<file path="config.mk">
export PLATFORM = sky130hd
export DESIGN_NAME = cubic_tap_sequencer
export DESIGN_NICKNAME = d
export VERILOG_FILES = /design/src/rtl/cubic_tap_sequencer.sv
export SDC_FILE = /design/constraint.sdc
export NUM_CORES = 1
export LEC_CHECK = 0
export CAP_MARGIN = 40
export CORE_MARGIN = 2
export CORE_UTILIZATION = 45
export CTS_BUF_LIST = sky130_fd_sc_hd__clkbuf_8
export DETAILED_ROUTE_END_ITERATION = 10
export GPL_TIMING_DRIVEN = 0
export PLACE_DENSITY_LB_ADDON = 0.25
export SLEW_MARGIN = 15
export SYNTH_ARGS = -nofsm -noshare
export SYNTH_HDL_FRONTEND = slang
export SYNTH_SLANG_ARGS = --single-unit
</file>
<file path="constraint.sdc">
create_clock -name clk -period 12.5 [get_ports clk]
set_input_delay 1.875 -clock clk [delete_from_list [all_inputs] [get_ports clk]]
set_output_delay 1.875 -clock clk [all_outputs]
set_load 0.05 [all_outputs]
</file>
<file path="src/rtl/cubic_tap_sequencer.sv">
// Fetch/control stage ahead of the 4-tap cubic engine: steps a Q8.8
// position, issues clamped neighbour reads and sequences cycle_cnt.
module cubic_tap_sequencer #(
    parameter int AW = 16,
    parameter int LW = 8
) (
    input  logic            clk,
    input  logic            rst,
    input  logic            start,
    input  logic [AW-1:0]   base_addr,
    input  logic [AW-1:0]   stride,
    input  logic [LW-1:0]   src_len,
    input  logic [LW-1:0]   dst_cnt,
    input  logic [LW+7:0]   start_pos,
    input  logic [LW+7:0]   step,
    output logic            rd_en,
    output logic [AW-1:0]   rd_addr,
    input  logic [7:0]      rd_data,
    output logic [2:0]      cycle_cnt,
    output logic [23:0]     X_in,
    output logic [7:0]      P_in,
    output logic            res_valid,
    output logic [LW-1:0]   res_idx,
    output logic            busy,
    output logic            done
);
    localparam int PW = LW + 8;

    typedef enum logic [1:0] {IDLE, RUN, FLUSH, DONE} state_t;

    state_t          state;
    logic [AW-1:0]   base_r;
    logic [AW-1:0]   stride_r;
    logic [LW-1:0]   len_r;
    logic [LW-1:0]   dst_r;
    logic [PW-1:0]   step_r;
    logic [PW-1:0]   pos;
    logic [LW-1:0]   n;
    logic [LW-1:0]   n_inc;

    logic [PW:0]     pos_sum;
    logic [PW-1:0]   pos_next;
    logic            accept;

    logic [PW-1:0]   a_pos;
    logic signed [2:0] a_k;
    logic [AW-1:0]   a_base;
    logic [AW-1:0]   a_stride;
    logic [LW-1:0]   a_len;
    logic [LW-1:0]   hi;
    logic signed [LW+1:0] t;
    logic [LW-1:0]   idx;
    logic [LW+AW-1:0] prod;
    logic [AW-1:0]   a_addr;
    logic [7:0]      f;
    logic [15:0]     sq;
    logic [15:0]     cu;
    logic [7:0]      f2;
    logic [7:0]      f3;
    logic [23:0]     fx;

    assign P_in     = rd_data;
    assign n_inc    = n + LW'(1);
    assign pos_sum  = {1'b0, pos} + {1'b0, step_r};
    assign pos_next = pos_sum[PW] ? '1 : pos_sum[PW-1:0];
    assign accept   = (state == IDLE) && start;

    // Select the position/tap whose address is registered at this edge
    always_comb begin
        a_pos    = pos;
        a_k      = $signed({1'b0, cycle_cnt[1:0]});
        a_base   = base_r;
        a_stride = stride_r;
        a_len    = len_r;
        if (accept) begin
            a_pos    = start_pos;
            a_k      = -3'sd1;
            a_base   = base_addr;
            a_stride = stride;
            a_len    = src_len;
        end else if (cycle_cnt == 3'd4) begin
            a_pos = pos_next;
            a_k   = -3'sd1;
        end
    end

    always_comb begin
        hi = (a_len == '0) ? '0 : a_len - LW'(1);
        t  = $signed({2'b00, a_pos[PW-1:8]}) + (LW+2)'(a_k);
        if (t < 0)
            idx = '0;
        else if (t > $signed({2'b00, hi}))
            idx = hi;
        else
            idx = t[LW-1:0];
        prod   = {{LW{1'b0}}, a_stride} * {{AW{1'b0}}, idx};
        a_addr = a_base + prod[AW-1:0];
    end

    always_comb begin
        f  = a_pos[7:0];
        sq = {8'b0, f} * {8'b0, f} + 16'd128;
        f2 = sq[15:8];
        cu = {8'b0, f2} * {8'b0, f} + 16'd128;
        f3 = cu[15:8];
        fx = {f3, f2, f};
    end

    always_ff @(posedge clk) begin
        if (rst) begin
            state     <= IDLE;
            cycle_cnt <= 3'd5;
            rd_en     <= 1'b0;
            rd_addr   <= '0;
            X_in      <= '0;
            res_valid <= 1'b0;
            res_idx   <= '0;
            busy      <= 1'b0;
            done      <= 1'b0;
            base_r    <= '0;
            stride_r  <= '0;
            len_r     <= '0;
            dst_r     <= '0;
            step_r    <= '0;
            pos       <= '0;
            n         <= '0;
        end else begin
            done      <= 1'b0;
            res_valid <= 1'b0;
            // Each cycle_cnt=0 after the first retires the previous sample
            if ((state == RUN || state == FLUSH) &&
                cycle_cnt == 3'd0 && n != '0) begin
                res_valid <= 1'b1;
                res_idx   <= n - LW'(1);
            end
            unique case (state)
                IDLE: begin
                    if (start) begin
                        base_r   <= base_addr;
                        stride_r <= stride;
                        len_r    <= src_len;
                        dst_r    <= dst_cnt;
                        step_r   <= step;
                        pos      <= start_pos;
                        n        <= '0;
                        if (dst_cnt == '0) begin
                            state <= DONE;
                            done  <= 1'b1;
                        end else begin
                            state     <= RUN;
                            busy      <= 1'b1;
                            cycle_cnt <= 3'd0;
                            rd_en     <= 1'b1;
                            rd_addr   <= a_addr;
                            X_in      <= fx;
                        end
                    end
                end
                RUN: begin
                    if (cycle_cnt == 3'd4) begin
                        pos       <= pos_next;
                        n         <= n_inc;
                        cycle_cnt <= 3'd0;
                        if (n_inc == dst_r) begin
                            state <= FLUSH;
                            rd_en <= 1'b0;
                            X_in  <= '0;
                        end else begin
                            rd_en   <= 1'b1;
                            rd_addr <= a_addr;
                            X_in    <= fx;
                        end
                    end else if (cycle_cnt == 3'd3) begin
                        cycle_cnt <= 3'd4;
                        rd_en     <= 1'b0;
                    end else begin
                        cycle_cnt <= cycle_cnt + 3'd1;
                        rd_en     <= 1'b1;
                        rd_addr   <= a_addr;
                    end
                end
                FLUSH: begin
                    state     <= DONE;
                    cycle_cnt <= 3'd5;
                    busy      <= 1'b0;
                    done      <= 1'b1;
                end
                DONE: state <= IDLE;
                default: state <= IDLE;
            endcase
        end
    end
endmodule

</file>
==> results.toml <==
[setup_path]
slowest_delay_ps = 550
cp-start-kind = "input pin"
worstSetupPathType = "input pin to register"
crit_arrival_ps = 12420
required_ps = 12880
crit_fanout = 10
cp_slowest_cell = "xor3_1"
critPathCaptureType = "register"

[cts]
cts-buffers-inserted = 17
clkTransAtPathRegs_ps = 100
clockBufferDepth = 2
postCtsHoldBufs = 0
clock_latency_ps = 490
cts_sinks = 145
htree_num_levels = 4
cts_tree = "yes"
cts-root-buf = "clkbuf_8"

[die]
start_util = 0.456
pin_count = 154
die_h_microns = 185
rows = 66
die_w_microns = 185
die-area_sq_um = 34400
fp.coreArea_sq_um = 32500

[place]
dp_hpwl_microns = 34000
port_buffers = 144
place_congestion = 0.877
placed_cell_area_sq_um = 16800

[detailed_routing]
antenna_left = 0
drc = 0
drt-pass1-iter-count = 6
via_per_inst = 5.41
wl_per_cell_microns = 17.6
drt_iter0_drc = 886
routed_wl_microns = 42500
vias = 13100

[cells_and_area]
area_delta_synth_final_pct = 17.4
final_design_area_no_fill_sq_um = 17400
antenna_cells = 0
nNetsFinal = 2327
mostFrequentLayoutCells = "nor2_1 (255), inv_1 (228), nand2_1 (170)"
layout_commonest_cell = "nor2_1"
layout-drive-gt1-share = 0.0687

[synth]
synth_edf_count = 0
yosysSeqAreaShare = 0.196
synth-simple-area-share = 0.186
synthArstFlopShare = 0
synth_top_cell_by_area = "dfxtp_1"
synth.distinct_cells = 92
ys.flop_type = "dfxtp_1"
synth_top_area_share = 0.196
synthCells = 1797
syn_area_sq_um = 14800
synth_fa_ha_area_frac = 0.292
synth_nets = 2156
synth_area_leaders = "dfxtp_1 (20%), fa_1 (18%), ha_1 (12%)"
synth-xor-area-share = 0.0514
synth_top_family_by_area = "adder cells"
synth_seq_cells = 145
synth-compound-area-share = 0.142
ys_warn_count = 0
synth.area.mux_share = 0.0473
syn_area_per_cell_sq_um = 8.24

[timing]
hold_violations = 0
clock_skew_ps = 23.2
tightest_slew_ps = 991
slew_headroom = 0.320
fmax_mhz = 83.1
period_minus_slack_ps = 12030
setup_viol = 0
period_share = 0.963
drv_slew = 0

[global_routing]
gr-total-overflow = 0
grt_util_all_layers = 0.255
grt_max_degree = 17
grt_first_pass_wirelength_microns = 67800
grt_antenna_before_repair = 0
first_global_vias = 13100

[outcome]
status = "finished clean"

[worst_hold_path]
hold_class = "register to register"

[job]
maxCapViolCount = 0
-- per-layer routing --
layer / track usage / routed length (microns)
met1: 0.313 / 17600
met4: 0.105 / 1500
met2: 0.442 / 21100
met5: 0 / 0
met3: 0.0433 / 2350
-- kinds of logic after synthesis --
logic type / after synthesis
AND/OR/NAND/NOR: 612
AO/OA/AOI/OAI: 317
buffers and inverters: 311
adder cells (fa/ha/maj): 268
flip-flops: 145
XOR/XNOR: 77
multiplexers: 67
-- registers in the layout, indices dropped and copies added, names as in the netlist, 2 cells and up --
register / count
cycle_cnt: 3
step_r: 16
pos: 16
len_r: 8
n: 8
X_in: 24
stride_r: 16
state: 2
dst_r: 8
base_r: 16
res_idx: 8
rd_addr: 16
-- Yosys cell counts, drive strengths merged (3+ instances only) --
library cell  number
inv              229
or2               25
o211ai             9
o21bai            16
and2              12
nand2            172
xnor2             50
clkbuf            53
a211o              3
and3              10
nor2             259
a21oi             97
ha               138
nand2b            22
or4                4
o221ai             5
nor4               4
or3               26
a22oi             14
o22ai             15
o211a              3
nor2b              9
a211oi            30
o21a               8
mux2i             63
dfxtp            145
nor3              15
o21ai             64
a21o              13
xor2              23
fa               130
a311oi             4
nor3b              4
a21boi             3
o31ai              3
mux2               4
a2111oi            3
xnor3              3
nand4              8
a31oi             10
buf               27
nand3             32
-- repair_timing --
item / 4_1_cts / 5_1_grt
buffers inserted: 0 / 5
gates resized for setup: 2 / 26
pin swaps: 0 / 1
setup endpoints to repair: 2 / 10
-- worst max-delay path: cells and delay by family --
| family | cells | cell delay, ps |
|---|---|---|
| AO/OA/AOI/OAI | 14 | 2950 |
| adder cells (fa/ha/maj) | 8 | 2950 |
| buffers and inverters | 15 | 2460 |
| AND/OR/NAND/NOR | 9 | 1580 |
| XOR/XNOR | 1 | 550 |
-- cell type report --
class	instances	area, sq um
Tap cell	442	553
Multi-Input combinational cell	1341	10700
Buffer	80	407
Fill cell	3075	15100
Clock buffer	17	234
Inverter	231	867
Sequential cell	145	2900
Timing Repair Buffer	152	1500
Clock inverter	15	188
-- per-stage QoR --
stage / cells / setup slack, ps / TNS (ps) / utilization / hold WS [ps]
after floorplan: 1797 / 1290 / 0 / - / 441
after global placement: 2383 / -765 / -4210 / 0.518 / 446
after detailed placement: 2385 / -614 / -2940 / 0.518 / 446
after CTS: 2417 / 15.6 / 0 / 0.531 / 470
after global routing: 2423 / -2.16 / -2.16 / 0.536 / 489
final: 2423 / 465 / 0 / 0.536 / 468
-- final timing paths --
| kind | cells past startpoint | end | start | slack (ps) |
|---|---|---|---|---|
| max | 47 | rd_addr[15]$_SDFFE_PP0P_ | start | 470 |
| min reg2reg | 2 | X_in[14]$_SDFFE_PP0P_ | X_in[14]$_SDFFE_PP0P_ | 470 |
| max reg2reg | 43 | X_in[23]$_SDFFE_PP0P_ | pos[0]$_SDFFE_PP0P_ | 910 |
| min | 2 | X_in[14]$_SDFFE_PP0P_ | X_in[14]$_SDFFE_PP0P_ | 470 |
Power is not shown: default switching activity piles up to over one toggle a cycle in this logic, so the estimate is an artifact.
==> edit 1, RTL diff (same flow settings) <==
The parameter `AW` goes from 16 to 14.
--- a/src/rtl/cubic_tap_sequencer.sv
+++ b/src/rtl/cubic_tap_sequencer.sv
@@ -2,5 +2,5 @@
 // position, issues clamped neighbour reads and sequences cycle_cnt.
 module cubic_tap_sequencer #(
-    parameter int AW = 16,
+    parameter int AW = 14,
     parameter int LW = 8
 ) (
Interface: changed (resized base_addr, rd_addr and stride); port bits go from 154 to 148. The function was not compared with the original's and may differ.
==> edit 1 against the unedited design <==
Wire length fell by 13%. Sequential cell count fell by 6. Hold slack got worse by 12 ps. Final cell count fell by 9.1%. Fmax rose by 1.1%. Global-route usage fell by 1.1 points. Worst setup slack improved by 140 ps. Design area fell by 8.3%. Synthesized area fell by 8.5%. Critical path type unchanged. Highest routed layer unchanged.
Power is left out: the tool's default activity adds up to more than one toggle a clock period on the data nets, which glitch-free logic cannot reach.
==> edit 1: results (changes against the unedited design) <==
drt via density: 5.36 (was 5.41)
All-Layer GR Usage: 0.244 (was 0.255)
crit-path max cell delay: 570 ps (was 550 ps)
Nets: 2139 (was 2327)
layout cells sized above 1: 0.0601 (was 0.0687)
vias in the first global route: 11800 (was 13100)
Total Wirelength: 37200 um (was 42500 um)
CP arrival: 12260 ps (was 12420 ps)
Synth area leader: dfxtp_1 (unchanged)
synth cell count leaders: 229 x nor2_1, 193 x inv_1, 168 x nand2_1 (was 256 x nor2_1, 228 x inv_1, 172 x nand2_1)
CTS H-tree depth: 4 (unchanged)
met3 Use GR: 0.0332 (was 0.0433)
1st-iter DRT viols: 769 (was 886)
met2 Use GR: 0.420 (was 0.442)
most common cell in the netlist: nor2_1 (unchanged)
DR pass1 iterations: 5 (was 6)
Yosys warnings: 0 (unchanged)
routability congestion estimate: 0.912 (was 0.877)
register area share after synthesis: 0.205 (was 0.196)
Layout fillers: 2878 (was 3075)
syn_nets: 1976 (was 2156)
Post-Synthesis Cells: 1637 (was 1797)
Hold WS: 456 ps (was 468 ps)
Worst Clk Skew: 21.6 ps (was 23.2 ps)
Synth cell types: 76 (was 92)
cell family with most CP delay: adder cells (was compound AO/OA/AOI/OAI gates)
Worst-Margin Slew: 839 ps (was 991 ps)
Placed Area: 15400 um^2 (was 16800 um^2)
port bufs: 138 (was 144)
Max FO, Critical Path: 10 (unchanged)
Clk Latency, worst-skew pair: 500 ps
Post-synth ARST share: 0 (unchanged)
final setup fails: 0 (unchanged)
Finished Layout Cells: 2203 (was 2423)
Hold Path Class: register to register (unchanged)
diode count: 0 (unchanged)
Synth area leaders: dfxtp_1 21%, fa_1 17%, ha_1 13%, nor2_1 6.3%, inv_1 5.3% (was dfxtp_1 20%, fa_1 18%, ha_1 12%, nor2_1 6.5%, inv_1 5.8%)
Reg2Reg Setup Slack: 700 ps (was 910 ps)
met1 usage: 0.317 (was 0.313)
global-route wire length before repair: 60100 um (was 67800 um)
slowest CP cell: clkdlybuf4s50_1 (was xor3_1)
largest registers: X_in (24), pos (16), step_r (16)
clk slew on worst S/H paths: 80 ps (was 100 ps)
Final HPWL DP: 29700 um (was 34000 um)
CTS root buffer: clkbuf_8 (unchanged)
outcome: complete, no violations (unchanged)
pin count of the biggest net entering global routing: 29 (was 17)
edit 1: path summary, 6_finish.rpt:
kind                         start                    end  cells after the start
max                          start  X_in[23]$_SDFFE_PP0P_                     39
min          X_in[15]$_SDFFE_PP0P_  X_in[15]$_SDFFE_PP0P_                      2
max reg2reg    pos[0]$_SDFFE_PP0P_  X_in[23]$_SDFFE_PP0P_                     45
min reg2reg  X_in[15]$_SDFFE_PP0P_  X_in[15]$_SDFFE_PP0P_                      2
edit 1: worst reg2reg max path: cells and delay by family (launching register included):
kind / cells / cell delay (ps)
fa+ha+maj: 12 / 4860
simple gates: 7 / 1410
compound gates: 16 / 3320
mux: 1 / 270
flops: 1 / 370
xor+xnor: 2 / 290
buf+inv: 7 / 1160
edit 1: cell families after synthesis:
family | Yosys count | share of synthesized area
compound gates | 260 | 0.123
xor+xnor | 89 | 0.0608
fa+ha+maj | 254 | 0.299
buf+inv | 273 | 0.0800
flops | 139 | 0.205
mux | 65 | 0.0488
simple gates | 557 | 0.183
edit 1: routing by layer:
layer  routed length (um)  vias up
met5                    0        -
met4                  889        0
met3                 1880       62
met2                18000      355
met1                16400     5677
li1                     -     5708
edit 1: layout make-up:
type / instances / area (um^2) / share of cell area
plain buffers: 76 / 357 / 0.0224
clock buffers: 19 / 262 / 0.0164
clock inverters: 13 / 116 / 0.00730
inverters: 193 / 724 / 0.0455
multi-input cells: 1225 / 9730 / 0.611
flip-flops and latches: 139 / 2780 / 0.175
well taps: 390 / 488 / 0.0306
repair buffers: 148 / 1470 / 0.0924
edit 1: what timing repair did:
action / in CTS / in global routing
buffers inserted: 0 / 8
pin swaps: 0 / 3
endpoints found under the setup margin: 8 / 7
resized for setup: 10 / 17
edit 1: stage by stage:
stage               TNS, ps  setup slack [ps]  utilization
CTS                       0               152        0.533
floorplan                 0              1590            -
detailed placement    -9020             -1630        0.520
global route          -59.3             -59.3        0.538
global placement      -7920             -1590        0.520
finish                    0               600        0.538
==> edit 2, RTL diff (same flow settings) <==
Made on the original files. Register the input `dst_cnt` before use, cleared by the reset. The logic sees it one clock later. The other inputs are not delayed to match.
--- a/src/rtl/cubic_tap_sequencer.sv
+++ b/src/rtl/cubic_tap_sequencer.sv
@@ -28,4 +28,14 @@
 
     typedef enum logic [1:0] {IDLE, RUN, FLUSH, DONE} state_t;
+
+    logic [LW-1:0] dst_cnt_q;
+
+    always_ff @(posedge clk) begin
+        if (rst) begin
+            dst_cnt_q <= '0;
+        end else begin
+            dst_cnt_q <= dst_cnt;
+        end
+    end
 
     state_t          state;
@@ -140,9 +150,9 @@
                         stride_r <= stride;
                         len_r    <= src_len;
-                        dst_r    <= dst_cnt;
+                        dst_r    <= dst_cnt_q;
                         step_r   <= step;
                         pos      <= start_pos;
                         n        <= '0;
-                        if (dst_cnt == '0) begin
+                        if (dst_cnt_q == '0) begin
                             state <= DONE;
                             done  <= 1'b1;
Formal check against the unedited RTL: not equivalent (Yosys sat finds a counterexample within 4 cycles, from zero or initial values and one cycle with rst high).
==> edit 2 against the unedited design <==
Design area down 1.6%. Core utilization up 0.24 points. Worst setup slack better by 150 ps. Wire length down 2.2%. Final cell count down 2.1%. Sequential cell count up 8. Critical path type is now register to register. Critical path depth down 6. Synthesized area down 1.3%.
Power is left out: the tool's default activity adds up to more than one toggle a clock period on the data nets, which glitch-free logic cannot reach.
==> edit 2: results (changes against the unedited design) <==
XOR/XNOR Fraction of Synth Area: 0.0573 (was 0.0514)
Total Wirelength: 41600 um (was 42500 um)
met3 Use GR: 0.0478 (was 0.0433)
Synth area leaders: dfxtp_1 21%, fa_1 18%, ha_1 12%, nor2_1 6.4%, inv_1 5.3% (was dfxtp_1 20%, fa_1 18%, ha_1 12%, nor2_1 6.5%, inv_1 5.8%)
DR pass1 iterations: 5 (was 6)
wl on met1: 18100 um (was 17600 um)
mux contribution to synthesized area: 0.0403 (was 0.0473)
Place WS: -1950 ps (was -614 ps)
#FFs+latches synth: 153 (was 145)
port bufs: 145 (was 144)
clk slew on worst S/H paths: 120 ps (was 100 ps)
cells resized by post-CTS repair: 7 (was 2)
Slew headroom: 0.421 (was 0.320)
Taps Inserted: 435 (was 442)
vias post-DR: 12700 (was 13100)
pin count of the biggest net entering global routing: 29 (was 17)
Synth cell types: 82 (was 92)
Post-CTS Setup Bufs: 0 (unchanged)
Clk Latency, worst-skew pair: 520 ps (was 490 ps)
layout cells sized above 1: 0.0583 (was 0.0687)
Final HPWL DP: 33600 um (was 34000 um)
met2 Use GR: 0.426 (was 0.442)
met3 WL: 2670 um (was 2350 um)
1st-iter DRT viols: 788 (was 886)
clock-cell share of area: 0.0237 (was 0.0243)
outcome: complete, no violations (unchanged)
post-synthesis adder-cell area fraction: 0.298 (was 0.292)
slowest CP cell: fa_1 (was xor3_1)
Placed Instances: 2343 (was 2385)
Compound-Gate Fraction of Synth Area: 0.136 (was 0.142)
inverters: 210 (was 231)
drt via density: 5.34 (was 5.41)
Worst Clk Skew: 23.8 ps (was 23.2 ps)
multi-input logic portion of the cell area: 0.611 (was 0.617)
clk_buf instances: 17 (unchanged)
global-route wire length before repair: 67300 um (was 67800 um)
final core utilization: 0.538 (was 0.536)
All-Layer GR Usage: 0.256 (was 0.255)
CP arrival: 12280 ps (was 12420 ps)
syn_nets: 2114 (was 2156)
register area share after synthesis: 0.210 (was 0.196)
met1 usage: 0.333 (was 0.313)
fraction of area in registers: 0.179 (was 0.167)
synth cell count leaders: 250 x nor2_1, 208 x inv_1, 175 x nand2_1 (was 256 x nor2_1, 228 x inv_1, 172 x nand2_1)
## edit 2: cell count changes after synthesis, sizes merged, moves of 7 or more
cell and change:
a21o +10, dfxtp +8, inv -20, mux2i -8, nand2b +7, nand3 -14, nor2 -9, nor2b +7
o21a +8, o21ai -13, o21bai -11, xnor2 +12
## edit 2: path summary, 6_finish.rpt
kind                                 from               endpoint  slack [ps]  cells past startpoint
setup / recovery      pos[0]$_SDFFE_PP0P_  X_in[23]$_SDFFE_PP0P_         620                     41
hold / removal    dst_cnt_q[0]$_SDFF_PP0_  dst_r[0]$_SDFFE_PP0P_         450                      2
setup reg to reg      pos[0]$_SDFFE_PP0P_  X_in[23]$_SDFFE_PP0P_         620                     41
hold reg to reg   dst_cnt_q[0]$_SDFF_PP0_  dst_r[0]$_SDFFE_PP0P_         450                      2
